<file path="src/rtl/fb_write_scheduler.sv">
// Frame-buffer write-port scheduler: grants drawing sources one at a time in ascending ID
// order on every frame pulse, with a per-grant watchdog and frame-overrun detection.
module fb_write_scheduler #(
    parameter int NUM_SOURCES     = 2,
    parameter int SEL_W           = 1,
    parameter int WATCHDOG_CYCLES = 400000
) (
    input  logic                   clk,
    input  logic                   resetN,
    input  logic                   frame,
    input  logic [NUM_SOURCES-1:0] src_enable,
    input  logic [NUM_SOURCES-1:0] src_done,
    output logic [NUM_SOURCES-1:0] src_start,
    output logic [SEL_W-1:0]       write_source_sel,
    output logic                   write_awaited,
    output logic                   pass_done,
    output logic                   frame_overrun,
    output logic                   src_timeout
);

    // Search index must be able to hold NUM_SOURCES ("past the last source").
    localparam int IDX_W = $clog2(NUM_SOURCES + 1);
    localparam int WD_W  = $clog2(WATCHDOG_CYCLES + 1);
    localparam logic [WD_W-1:0] WD_LAST = WD_W'(WATCHDOG_CYCLES - 1);

    typedef enum logic [2:0] {
        S_IDLE   = 3'd0,
        S_SELECT = 3'd1,
        S_START  = 3'd2,
        S_DRAW   = 3'd3,
        S_FINISH = 3'd4
    } state_t;

    state_t                 r_state;
    logic [IDX_W-1:0]       r_search;
    logic [IDX_W-1:0]       r_cur;
    logic [WD_W-1:0]        r_wd;
    logic [SEL_W-1:0]       r_sel;
    logic [NUM_SOURCES-1:0] r_src_start;
    logic                   r_awaited;
    logic                   r_pass_done;
    logic                   r_overrun;
    logic                   r_timeout;

    state_t                 w_state_nxt;
    logic [IDX_W-1:0]       w_search_nxt;
    logic [IDX_W-1:0]       w_cur_nxt;
    logic [WD_W-1:0]        w_wd_nxt;
    logic [WD_W-1:0]        w_wd_inc;
    logic [SEL_W-1:0]       w_sel_nxt;
    logic [NUM_SOURCES-1:0] w_start_nxt;
    logic                   w_overrun_nxt;
    logic                   w_timeout_nxt;
    logic                   w_found;
    logic [IDX_W-1:0]       w_pick_idx;
    logic [SEL_W-1:0]       w_pick_sel;
    logic                   w_done_cur;

    assign w_wd_inc = (r_wd == {WD_W{1'b1}}) ? r_wd : r_wd + WD_W'(1);

    // Lowest enabled ID at or above the search index, and the granted source's done bit.
    always_comb begin
        w_found    = 1'b0;
        w_pick_idx = '0;
        w_pick_sel = '0;
        w_done_cur = 1'b0;
        for (int i = NUM_SOURCES - 1; i >= 0; i--) begin
            w_found    = w_found | (src_enable[i] & (IDX_W'(i) >= r_search));
            w_pick_idx = (src_enable[i] && (IDX_W'(i) >= r_search)) ? IDX_W'(i) : w_pick_idx;
            w_pick_sel = (src_enable[i] && (IDX_W'(i) >= r_search)) ? SEL_W'(i) : w_pick_sel;
            w_done_cur = w_done_cur | (src_done[i] & (r_cur == IDX_W'(i)));
        end
    end

    // Next-state logic; every output is derived from the next state so it can be registered.
    always_comb begin
        w_state_nxt   = r_state;
        w_search_nxt  = r_search;
        w_cur_nxt     = r_cur;
        w_sel_nxt     = r_sel;
        w_wd_nxt      = r_wd;
        w_overrun_nxt = 1'b0;
        case (r_state)
            S_IDLE: begin
                if (frame) begin
                    w_state_nxt  = S_SELECT;
                    w_search_nxt = '0;
                end else begin
                    w_state_nxt  = S_IDLE;
                end
            end
            S_SELECT, S_START: begin
                if (frame) begin
                    w_overrun_nxt = 1'b1;
                    w_state_nxt   = S_SELECT;
                    w_search_nxt  = '0;
                end else if (r_state == S_START) begin
                    w_state_nxt = S_DRAW;
                    w_wd_nxt    = '0;
                end else if (w_found) begin
                    w_state_nxt = S_START;
                    w_cur_nxt   = w_pick_idx;
                    w_sel_nxt   = w_pick_sel;
                end else begin
                    w_state_nxt = S_FINISH;
                end
            end
            S_DRAW: begin
                // A frame beats a same-cycle done: the grant is aborted, not completed.
                if (frame) begin
                    w_overrun_nxt = 1'b1;
                    w_state_nxt   = S_SELECT;
                    w_search_nxt  = '0;
                end else if (w_done_cur || (r_wd >= WD_LAST)) begin
                    w_state_nxt  = S_SELECT;
                    w_search_nxt = r_cur + IDX_W'(1);
                end else begin
                    w_wd_nxt = w_wd_inc;
                end
            end
            S_FINISH: begin
                if (frame) begin
                    w_state_nxt  = S_SELECT;
                    w_search_nxt = '0;
                end else begin
                    w_state_nxt  = S_IDLE;
                end
            end
            default: begin
                w_state_nxt  = S_IDLE;
                w_search_nxt = '0;
            end
        endcase

        // The timeout pulse coincides with the last DRAW cycle the watchdog allows.
        w_timeout_nxt = (w_state_nxt == S_DRAW) && (w_wd_nxt == WD_LAST);
        w_start_nxt   = '0;
        for (int i = 0; i < NUM_SOURCES; i++) begin
            w_start_nxt[i] = (w_state_nxt == S_START) && (w_cur_nxt == IDX_W'(i));
        end
    end

    // State register.
    always_ff @(posedge clk or negedge resetN) begin
        if (!resetN) begin
            r_state <= S_IDLE;
        end else begin
            r_state <= w_state_nxt;
        end
    end

    // Datapath and registered outputs.
    always_ff @(posedge clk or negedge resetN) begin
        if (!resetN) begin
            r_search    <= '0;
            r_cur       <= '0;
            r_wd        <= '0;
            r_sel       <= '0;
            r_src_start <= '0;
            r_awaited   <= 1'b0;
            r_pass_done <= 1'b0;
            r_overrun   <= 1'b0;
            r_timeout   <= 1'b0;
        end else begin
            r_search    <= w_search_nxt;
            r_cur       <= w_cur_nxt;
            r_wd        <= w_wd_nxt;
            r_sel       <= w_sel_nxt;
            r_src_start <= w_start_nxt;
            r_awaited   <= (w_state_nxt == S_DRAW);
            r_pass_done <= (w_state_nxt == S_FINISH);
            r_overrun   <= w_overrun_nxt;
            r_timeout   <= w_timeout_nxt;
        end
    end

    assign src_start        = r_src_start;
    assign write_source_sel = r_sel;
    assign write_awaited    = r_awaited;
    assign pass_done        = r_pass_done;
    assign frame_overrun    = r_overrun;
    assign src_timeout      = r_timeout;

endmodule

</file>
<file path="config.mk">
export PLATFORM = sky130hd
export DESIGN_NAME = fb_write_scheduler
export DESIGN_NICKNAME = d
export VERILOG_FILES = /design/src/rtl/fb_write_scheduler.sv
export SDC_FILE = /design/constraint.sdc
export NUM_CORES = 1
export LEC_CHECK = 0
export ABC_AREA = 0
export CAP_MARGIN = 20
export CORE_ASPECT_RATIO = 0.8
export CORE_UTILIZATION = 55
export CTS_BUF_LIST = sky130_fd_sc_hd__clkbuf_4 sky130_fd_sc_hd__clkbuf_8
export CTS_CLUSTER_DIAMETER = 60
export DETAILED_ROUTE_END_ITERATION = 8
export PLACE_DENSITY = 0.79
export SLEW_MARGIN = 0
export SYNTH_ARGS = -nofsm -noshare
export SYNTH_HDL_FRONTEND = slang
export SYNTH_SLANG_ARGS = --single-unit
</file>
<file path="constraint.sdc">
create_clock -name clk -period 2.8 [get_ports clk]
set_clock_uncertainty 0.2 [all_clocks]
set_input_delay 0.56 -clock clk [delete_from_list [all_inputs] [get_ports clk]]
set_output_delay 0.56 -clock clk [all_outputs]
set_load 0.03 [all_outputs]
</file>
==> results of run 1 <==
-- cell families after synthesis --
logic type               count (synthesis)
adder cells (fa/ha/maj)                  3
buffers and inverters                   20
AND/OR/NAND/NOR                        106
AO/OA/AOI/OAI                           59
multiplexers                             4
flip-flops                              33
-- registers in the layout, indices dropped and copies added, names as in the netlist --
signal            flops
r_wd                 19
r_state               3
r_cur                 2
r_search              2
src_start             2
frame_overrun         1
pass_done             1
src_timeout           1
write_awaited         1
write_source_sel      1
-- timing repair --
item                                    4_1_cts  5_1_grt
pin swaps                                    19       16
setup buffers                                11        7
gates resized for setup                      18       16
endpoints found under the setup margin        2        3
-- cells in the mapped netlist (4+ instances only) --
cell type | count | area share
nor2_1 | 18 | 0.034
nand4_1 | 13 | 0.041
inv_1 | 13 | 0.025
a31oi_1 | 6 | 0.019
a21oi_1 | 11 | 0.028
o21ai_0 | 16 | 0.040
nand2_1 | 26 | 0.049
nand3_1 | 8 | 0.020
clkbuf_1 | 5 | 0.0095
and3_1 | 4 | 0.013
dfrtp_1 | 33 | 0.42
o211ai_1 | 4 | 0.015
nor3_1 | 7 | 0.018
-- report_power, final --
part	total, mW	internal, mW	switching (mW)
logic	0.713	0.344	0.369
clock network	0.358	0.182	0.176
registers	0.644	0.553	0.0911
total	1.71	1.08	0.636
-- per-stage QoR --
stage | cell area, um2 | std cells | util | worst slack (ps) | hold WS (ps)
floorplan | 1980 | 225 | - | 16.0 | 64.4
global placement | 2450 | 316 | 0.711 | -306 | 271
detailed placement | 2450 | 316 | 0.711 | -360 | 301
CTS | 2680 | 335 | 0.777 | -0.613 | 307
global route | 2810 | 342 | 0.815 | -212 | 329
finish | 2810 | 342 | 0.815 | -119 | 311
-- worst min path at each step --
| stage | startpoint | endpoint | slack [ps] |
|---|---|---|---|
| CTS | r_search[1]$_DFFE_PN0P_ | src_start[1]$_DFF_PN0_ | 310 |
| finish | write_source_sel$_DFFE_PN0P_ | write_source_sel$_DFFE_PN0P_ | 310 |
| detailed placement | write_source_sel$_DFFE_PN0P_ | write_source_sel$_DFFE_PN0P_ | 300 |
| floorplan | resetN | frame_overrun$_DFF_PN0_ | 60 |
| global placement | r_search[1]$_DFFE_PN0P_ | src_start[1]$_DFF_PN0_ | 270 |
| global route | r_search[0]$_DFFE_PN0P_ | r_search[0]$_DFFE_PN0P_ | 330 |
-- critical path: cells and delay by family (launching register included) --
family / cells / cell delay [ps]
AO/OA/AOI/OAI: 2 / 350
buffers and inverters: 3 / 400
flip-flops: 1 / 380
AND/OR/NAND/NOR: 6 / 1490
-- layer usage --
layer / track usage / up-vias / share of wire
met4: 0.0962 / 0 / 0.046
met2: 0.456 / 166 / 0.44
met1: 0.455 / 1021 / 0.41
met3: 0.0779 / 40 / 0.10
met5: 0 / - / 0
li1: - / 993 / -
-- layout make-up --
class                           instances  area, um2  share of cell area
Clock inverter                          2       10.0             0.00357
Sequential cell                        33        826               0.294
Timing Repair Buffer                   74        607               0.216
Inverter                               13       48.8              0.0174
Multi-Input combinational cell        172       1190               0.423
Clock buffer                            6       76.3              0.0272
Tap cell                               42       52.6              0.0187
==> flow_summary.yaml, run 1 <==
outcome:
  status: "finished with violations"
  violations: "negative setup slack"
floorplanning:
  start_util: 0.575
  fp.dieW_um: 69.1
  chipHeight_um: 55.7
  rows: 19
  die_area_um2: 3850
  ios: 14
  fp.coreArea_um2: 3450
hold_path:
  hold_path_class: "flip-flop to flip-flop"
  hold_depth: 2
synthesis:
  synth_compound_area_frac: 0.193
  syn-cell-area_um2: 1980
  syn_nets: 235
  ys_seq_area_frac: 0.417
  yosys.area_share.xor_xnor: 0
  synthCells: 225
  ys_seq_elements: 33
  synth_edf_count: 0
  synth_async_sr_flop_share: 1.00
  synthAdderAreaFrac: 0.0190
  yosys.area_share.simple: 0.308
  syn_area_per_cell_um2: 8.80
  synth_flop_cell: "dfrtp_1"
  ys_warn_count: 0
  synth_top_family_by_area: "simple AND/OR/NAND/NOR gates"
  synth_mux_area_frac: 0.0208
  ys_types: 53
global_route:
  overflow: 0
  grt_pass1_vias: 1920
  grt_antenna_before_repair: 0
  grt_usage: 0.312
  grt_max_degree: 34
  grt_pass1_wl_um: 9360
timing:
  relSlewSlack: 0.590
  worst_pin_slew_ps: 612
  hold_violations: 0
  fin_crit_sh: 1.04
  min_period_ps: 2920
  maxSlewViolCount: 0
  finalSetupViolations: 1
  rsz0062_at_grt: "true"
  fin_ws_ps: -119
  fmax_ghz: 0.343
  finalSetupTns_ps: -119
cells_and_area:
  layout.nets: 309
  fill_cells: 205
  syn2layout_area_growth_pct: 41.8
  antenna_cells: 0
  layout_common_cells: "buf_4 (58), dfrtp_1 (33), nand2_1 (25), nor2_1 (18)"
  drive_gt1_frac: 0.337
  final_common_cell: "buf_4"
setup_path:
  cp_cell_sequence: "or4_4, and2_4, buf_6, nor4_4, buf_4, buf_4, a41o_1, a31oi_1, nor4_2, nand4_1, nor4_2"
  slowest_stage: "or4_4"
  reg2reg_from: "r_wd[14]$_DFF_PN0_"
  rr_worst_depth: 11
  cp_max_fo: 3
  crit_end: "src_timeout$_DFF_PN0_"
  max_stage_delay_ps: 560
  criticalPathCategory: "flip-flop to flip-flop"
  crit_start: "r_wd[14]$_DFF_PN0_"
  crit_required_ps: 2810
  regToRegEndpoint: "src_timeout$_DFF_PN0_"
  endpoint_kind: "flip-flop"
  cp.arrival_ps: 2920
  startpoint_type: "flip-flop"
  reg2reg_slack_ps: -120
power:
  ir_drop_mv: 0.522
  pwr_density_cell_nw_per_um2: 611
  total_power_mw: 1.71
  leakage_nw: 1.29
clock_network:
  ctsHoldBuffers: 0
  worstSkewPairLatency_ps: 290
  cts_tree: "done"
  cts_made_buffers: 5
  clockRootBuffer: "clkbuf_8"
  htreeDepth: 2
  cts_sinks: 33
  clockBufferDepth: 2
  clk_pin_slew_ps: 70
detailed_routing:
  drt_iter0_drc: 367
  vias_per_cell: 6.49
  first_pass_iters: 5
  routedWlPerCell_um: 19.0
  vias: 2220
  wl_um: 6510
  ant_nets: 0
  drcViolationCount: 0
placed_design:
  place_congestion: 0.944
  io_buffers: 13
  dp_hpwl_um: 4080
run:
  maxCapViolCount: 0
Note: power is estimated with default switching activity, not from simulation.
==> inputs of run 2 (changes only) <==
CELL_PAD_IN_SITES_DETAIL_PLACEMENT = 0   (was unset)
CELL_PAD_IN_SITES_GLOBAL_PLACEMENT = 1   (was unset)
CORE_UTILIZATION = 42   (was 55)
PLACE_DENSITY = 0.76   (was 0.79)
==> run 2 against run 1 <==
The run still ends with negative setup slack left. Sequential share of layout area rose by 0.63 points. Combinational power fell by 9.0%. Fmax barely moved. Critical path type is now input pin to flip-flop. Final area fell by 2.1%. Non-clock buffer count fell by 3. Sequential cell count did not move. Register-to-register slack improved by 20 ps. Via count fell by 4.1%.
==> flow_summary.yaml, run 2 (synthesis results as in run 1) <==
global_route:
  use_met2: 0.401
  grt_max_degree: 34
  grt_pass1_wl_um: 10000
  grt_antenna_before_repair: 0
  overflow: 0
  grt_usage: 0.268
  met3_usage: 0.0522
  busiest_layer: "met2"
  use_met1: 0.390
  grt_pass1_vias: 2013
clock_network:
  htreeDepth: 2
  cts_sinks: 33
  clockRootBuffer: "clkbuf_8"
  cts_tree: "done"
  clockBufferDepth: 2
  worstSkewPairLatency_ps: 280
  cts_made_buffers: 5
  clk_pin_slew_ps: 70
timing:
  worst_pin_slew_ps: 521
  rsz0062_at_grt: "true"
  min_period_ps: 2920
  hold_violations: 0
  fin_hold_ws_ps: 307
  maxSlewViolCount: 0
  fin_ws_ps: -120
  fmax_ghz: 0.342
  finalSetupViolations: 1
  relSlewSlack: 0.653
  finalSetupTns_ps: -120
  fin_crit_sh: 1.04
power:
  leakage_nw: 1.22
  pwr_density_cell_nw_per_um2: 605
  ir_drop_mv: 0.335
cells_and_area:
  fill_cells: 382
  final_common_cell: "buf_4"
  largest_reg_flops: 19
  largest_registers: "r_wd (19), r_state (3)"
  antenna_cells: 0
  syn2layout_area_growth_pct: 38.8
  drive_gt1_frac: 0.291
  layout.nets: 306
  top_register: "r_wd"
  post-route-cell-area_um2: 2750
  layout_common_cells: "buf_4 (56), dfrtp_1 (33), nand2_1 (25), nor2_1 (18)"
placed_design:
  dp_hpwl_um: 4560
  io_buffers: 13
  placed_area_um2: 2500
  place_congestion: 0.960
  place_ws_ps: -478
setup_path:
  cp_cell_sequence: "clkdlybuf4s50_1, a22o_4, buf_4, nor4_4, buf_4, a21oi_2, a211o_1, nor4_2, nand4_1, nor4_2"
  reg2reg_slack_ps: -100
  criticalPathCategory: "input pin to flip-flop"
  max_stage_delay_ps: 440
  startpoint_type: "input pin"
  cp_max_fo: 5
  endpoint_kind: "flip-flop"
  cp.arrival_ps: 2910
  slowest_stage: "clkdlybuf4s50_1"
  crit_required_ps: 2790
detailed_routing:
  first_pass_iters: 5
  routedWlPerCell_um: 17.6
  vias_per_cell: 6.03
  wl_um: 6230
  vias: 2129
  drt_iter0_drc: 289
  drcViolationCount: 0
  ant_nets: 0
floorplanning:
  rows: 21
  chipHeight_um: 63.4
  fp.coreArea_um2: 4360
  start_util: 0.454
  die_area_um2: 5000
  fp.dieW_um: 78.8
  ios: 14
hold_path:
  hold_path_class: "flip-flop to flip-flop"
outcome:
  violations: "negative setup slack"
  status: "finished with violations"
run:
  maxCapViolCount: 0
## run 2: cell count changes in the layout (fill, tap and decap cells not counted), moves of 2 or more
cell             change
dlymetal6s2s_1       -3
clkinv_2             -2
buf_4                -2
o21ai_1              +3
and3_4               -2
clkdlybuf4s50_1      +3
o21ai_0              -2
and3_1               +2
## run 2: worst max-delay path: cells and delay by family
| family | cells | cell delay [ps] |
|---|---|---|
| AO/OA/AOI/OAI | 3 | 650 |
| AND/OR/NAND/NOR | 4 | 940 |
| buffers and inverters | 3 | 750 |
## run 2: cell type report
cell class | count | area [um2] | share of cell area
Clock buffer | 7 | 90.1 | 0.0328
Inverter | 13 | 48.8 | 0.0178
Multi-Input combinational cell | 172 | 1140 | 0.415
Sequential cell | 33 | 826 | 0.300
Tap cell | 57 | 71.3 | 0.0259
Timing Repair Buffer | 71 | 573 | 0.208
## run 2: per-layer routing
layer  wire length, um  vias to the layer above
li1                  -                      986
met1              2910                     1030
met2              2770                      101
met3               464                       12
met4                79                        0
met5                 0                        -
## run 2: worst paths after layout
kind,startpoint,end,cells past startpoint
worst max-delay path,src_done[0],src_timeout$_DFF_PN0_,10
worst min-delay path,r_state[2]$_DFF_PN0_,frame_overrun$_DFF_PN0_,1
worst max register to register,r_wd[15]$_DFF_PN0_,src_timeout$_DFF_PN0_,9
worst min register to register,r_state[2]$_DFF_PN0_,frame_overrun$_DFF_PN0_,1
max in group asynchronous,resetN,r_state[2]$_DFF_PN0_,2
min in group asynchronous,resetN,frame_overrun$_DFF_PN0_,2
## run 2: stage by stage
stage / total power, mW / utilization / std cells
floorplan: 0.925 / - / 225
global placement: 1.22 / 0.573 / 335
detailed placement: 1.23 / 0.573 / 335
CTS: 1.63 / 0.614 / 349
global route: 1.75 / 0.630 / 353
finish: 1.66 / 0.630 / 353
## run 2: repair_timing
action	in CTS	in global routing
gates resized for setup	11	13
endpoints found under the setup margin	2	4
cloned	0	0
setup buffers	7	4
endpoints found under the hold margin	0	0
hold buffers	0	0
pin swaps	9	11
## run 2: where the power goes
| part | internal (mW) | total, mW | switching (mW) | leakage [nW] |
|---|---|---|---|---|
| registers | 0.553 | 0.637 | 0.0838 | 0.446 |
| logic | 0.306 | 0.649 | 0.343 | 0.729 |
| clock network | 0.205 | 0.376 | 0.171 | 0.0477 |
| total | 1.06 | 1.66 | 0.598 | 1.22 |
==> inputs of run 3 (changes only) <==
CORE_UTILIZATION = 46   (was 42)
HOLD_SLACK_MARGIN = 0.06   (was unset)
PLACE_DENSITY = 0.79   (was 0.76)
clock period = 2.7 ns   (was 2.8 ns; I/O delays follow)
==> run 3 against run 2 <==
The run still ends with negative setup slack left. Sequential share of layout area increased by 0.35 points. Utilization increased by 5.7 points. Routed wire length decreased by 2.3%. Die area decreased by 8.4%. Sequential power increased by 1%. Non-clock buffer count decreased by 2. Register-to-register slack got worse by 120 ps. Final area decreased by 1.1%. Combinational power increased by 3.5%. Critical path type is now flip-flop to flip-flop.
==> flow_summary.yaml, run 3 (synthesis results as in run 1) <==
outcome:
  status: "finished with violations"
  violations: "negative setup slack"
power:
  p_seq_frac: 0.381
  pwr-share-comb: 0.397
  p_int_mw: 1.07
  leakage_nw: 1.22
  netSwitchingFraction: 0.368
  ir_drop_mv: 0.508
  power_switching_mw: 0.622
  pwr_density_cell_nw_per_um2: 622
  clockPowerShare: 0.221
floorplanning:
  ios: 14
  rows: 20
  die_area_um2: 4570
  fp.coreArea_um2: 3950
  chipHeight_um: 60.7
  start_util: 0.501
  fp.dieW_um: 75.4
global_route:
  grt_pass1_vias: 2006
  grt_max_degree: 34
  overflow: 0
  grt_antenna_before_repair: 0
  grt_usage: 0.304
  grt_pass1_wl_um: 10000
hold_path:
  hold_depth: 2
  hold_path_startpoint: "write_source_sel$_DFFE_PN0P_"
  hold_path_class: "flip-flop to flip-flop"
  holdPathEnd: "write_source_sel$_DFFE_PN0P_"
timing:
  maxSlewViolCount: 0
  rsz0062_at_grt: "true"
  finalSetupTns_ps: -225
  fin_crit_sh: 1.08
  min_period_ps: 2920
  worst_pin_slew_ps: 521
  fmax_ghz: 0.342
  hold_violations: 0
  fin_ws_ps: -225
  fin_hold_ws_ps: 296
  finalSetupViolations: 1
  relSlewSlack: 0.649
cells_and_area:
  final_common_cell: "buf_4"
  antenna_cells: 0
  fill_cells: 327
  seq_area_um2: 826
  top_register: "r_wd"
  largest_registers: "r_wd (19), r_state (3)"
  multi_input_area_um2: 1130
  largest_reg_flops: 19
  post-route-cell-area_um2: 2720
  layout_common_cells: "buf_4 (55), dfrtp_1 (33), nand2_1 (25), nor2_1 (18)"
  layout.nets: 304
  drive_gt1_frac: 0.288
  syn2layout_area_growth_pct: 37.2
clock_network:
  cts_tree: "done"
  worstSkewPairLatency_ps: 290
  cts_sinks: 33
  clockBufferDepth: 2
  cts_made_buffers: 5
  htreeDepth: 2
  clk_pin_slew_ps: 70
  clockRootBuffer: "clkbuf_8"
  ctsHoldBuffers: 0
detailed_routing:
  drt_iter0_drc: 319
  routedWlPerCell_um: 17.4
  ant_nets: 0
  drcViolationCount: 0
  vias_per_cell: 5.90
  vias: 2066
  wl_um: 6080
  first_pass_iters: 4
placed_design:
  place_congestion: 0.975
  io_buffers: 13
  place_ws_ps: -583
  dp_hpwl_um: 4630
  placed_area_um2: 2530
setup_path:
  regToRegEndpoint: "src_timeout$_DFF_PN0_"
  endpoint_kind: "flip-flop"
  startpoint_type: "flip-flop"
  rr_worst_depth: 9
  cp_max_fo: 6
  criticalPathCategory: "flip-flop to flip-flop"
  crit_required_ps: 2690
  reg2reg_from: "r_wd[15]$_DFF_PN0_"
  reg2reg_slack_ps: -220
  cp.arrival_ps: 2920
run:
  maxCapViolCount: 0
run 3: cell types whose count changed in the layout (fill, tap and decap cells not counted), sizes merged:
cell / delta
buf: -2
clkdlybuf4s50: -2
clkinv: +2
dlymetal6s2s: +2
clkbuf: -1
run 3: routing by layer:
| metal | wire length (um) | track usage | part of all wire | up-vias |
|---|---|---|---|---|
| met3 | 536 | 0.0515 | 0.088 | 8 |
| met5 | 0 | 0 | 0 | - |
| met2 | 2700 | 0.452 | 0.44 | 91 |
| li1 | - | - | - | 980 |
| met4 | 67 | 0.116 | 0.011 | 0 |
| met1 | 2780 | 0.444 | 0.46 | 987 |
run 3: worst max-delay path by stage:
stage | from | end
2_1_floorplan | r_wd[13]$_DFF_PN0_ | src_timeout$_DFF_PN0_
3_3_place_gp | frame | src_timeout$_DFF_PN0_
3_5_place_dp | frame | src_timeout$_DFF_PN0_
4_1_cts | r_wd[15]$_DFF_PN0_ | src_timeout$_DFF_PN0_
5_1_grt | r_wd[16]$_DFF_PN0_ | src_timeout$_DFF_PN0_
6_report | r_wd[15]$_DFF_PN0_ | src_timeout$_DFF_PN0_
run 3: cell type report:
class	instances	share of cell area
clock buffer	6	0.0281
inverter	13	0.0180
multi-input combinational	172	0.415
tap	55	0.0253
clock inverter	2	0.00368
sequential	33	0.304
timing repair buffer	69	0.206
run 3: power by group through the flow:
stage          clock network, mW  registers, mW  logic, mW
2_1_floorplan                  0          0.680      0.281
3_3_place_gp                   0          0.648      0.601
3_5_place_dp                   0          0.652      0.614
4_1_cts                    0.378          0.641      0.634
5_1_grt                    0.397          0.654      0.726
6_report                   0.374          0.644      0.672
run 3: repair_timing:
action,4_1_cts,5_1_grt
setup endpoints to repair,3,5
pin swaps,7,5
buffers inserted,3,3
resized for setup,2,15
run 3: per-stage QoR:
step,total power [mW],util,instances
floorplan,0.961,-,225
global placement,1.25,0.639,336
detailed placement,1.27,0.639,336
CTS,1.65,0.668,347
global route,1.78,0.687,350
finish,1.69,0.687,350
run 3: worst max-delay path, stage by stage, from the launching register on:
cell     delay (ps)
dfrtp_1         400
or4_4           580
and2_4          190
nor4_4          330
buf_4           190
a21oi_2          40
a211o_1         270
nor4_2          180
nand4_1         190
nor4_2          260
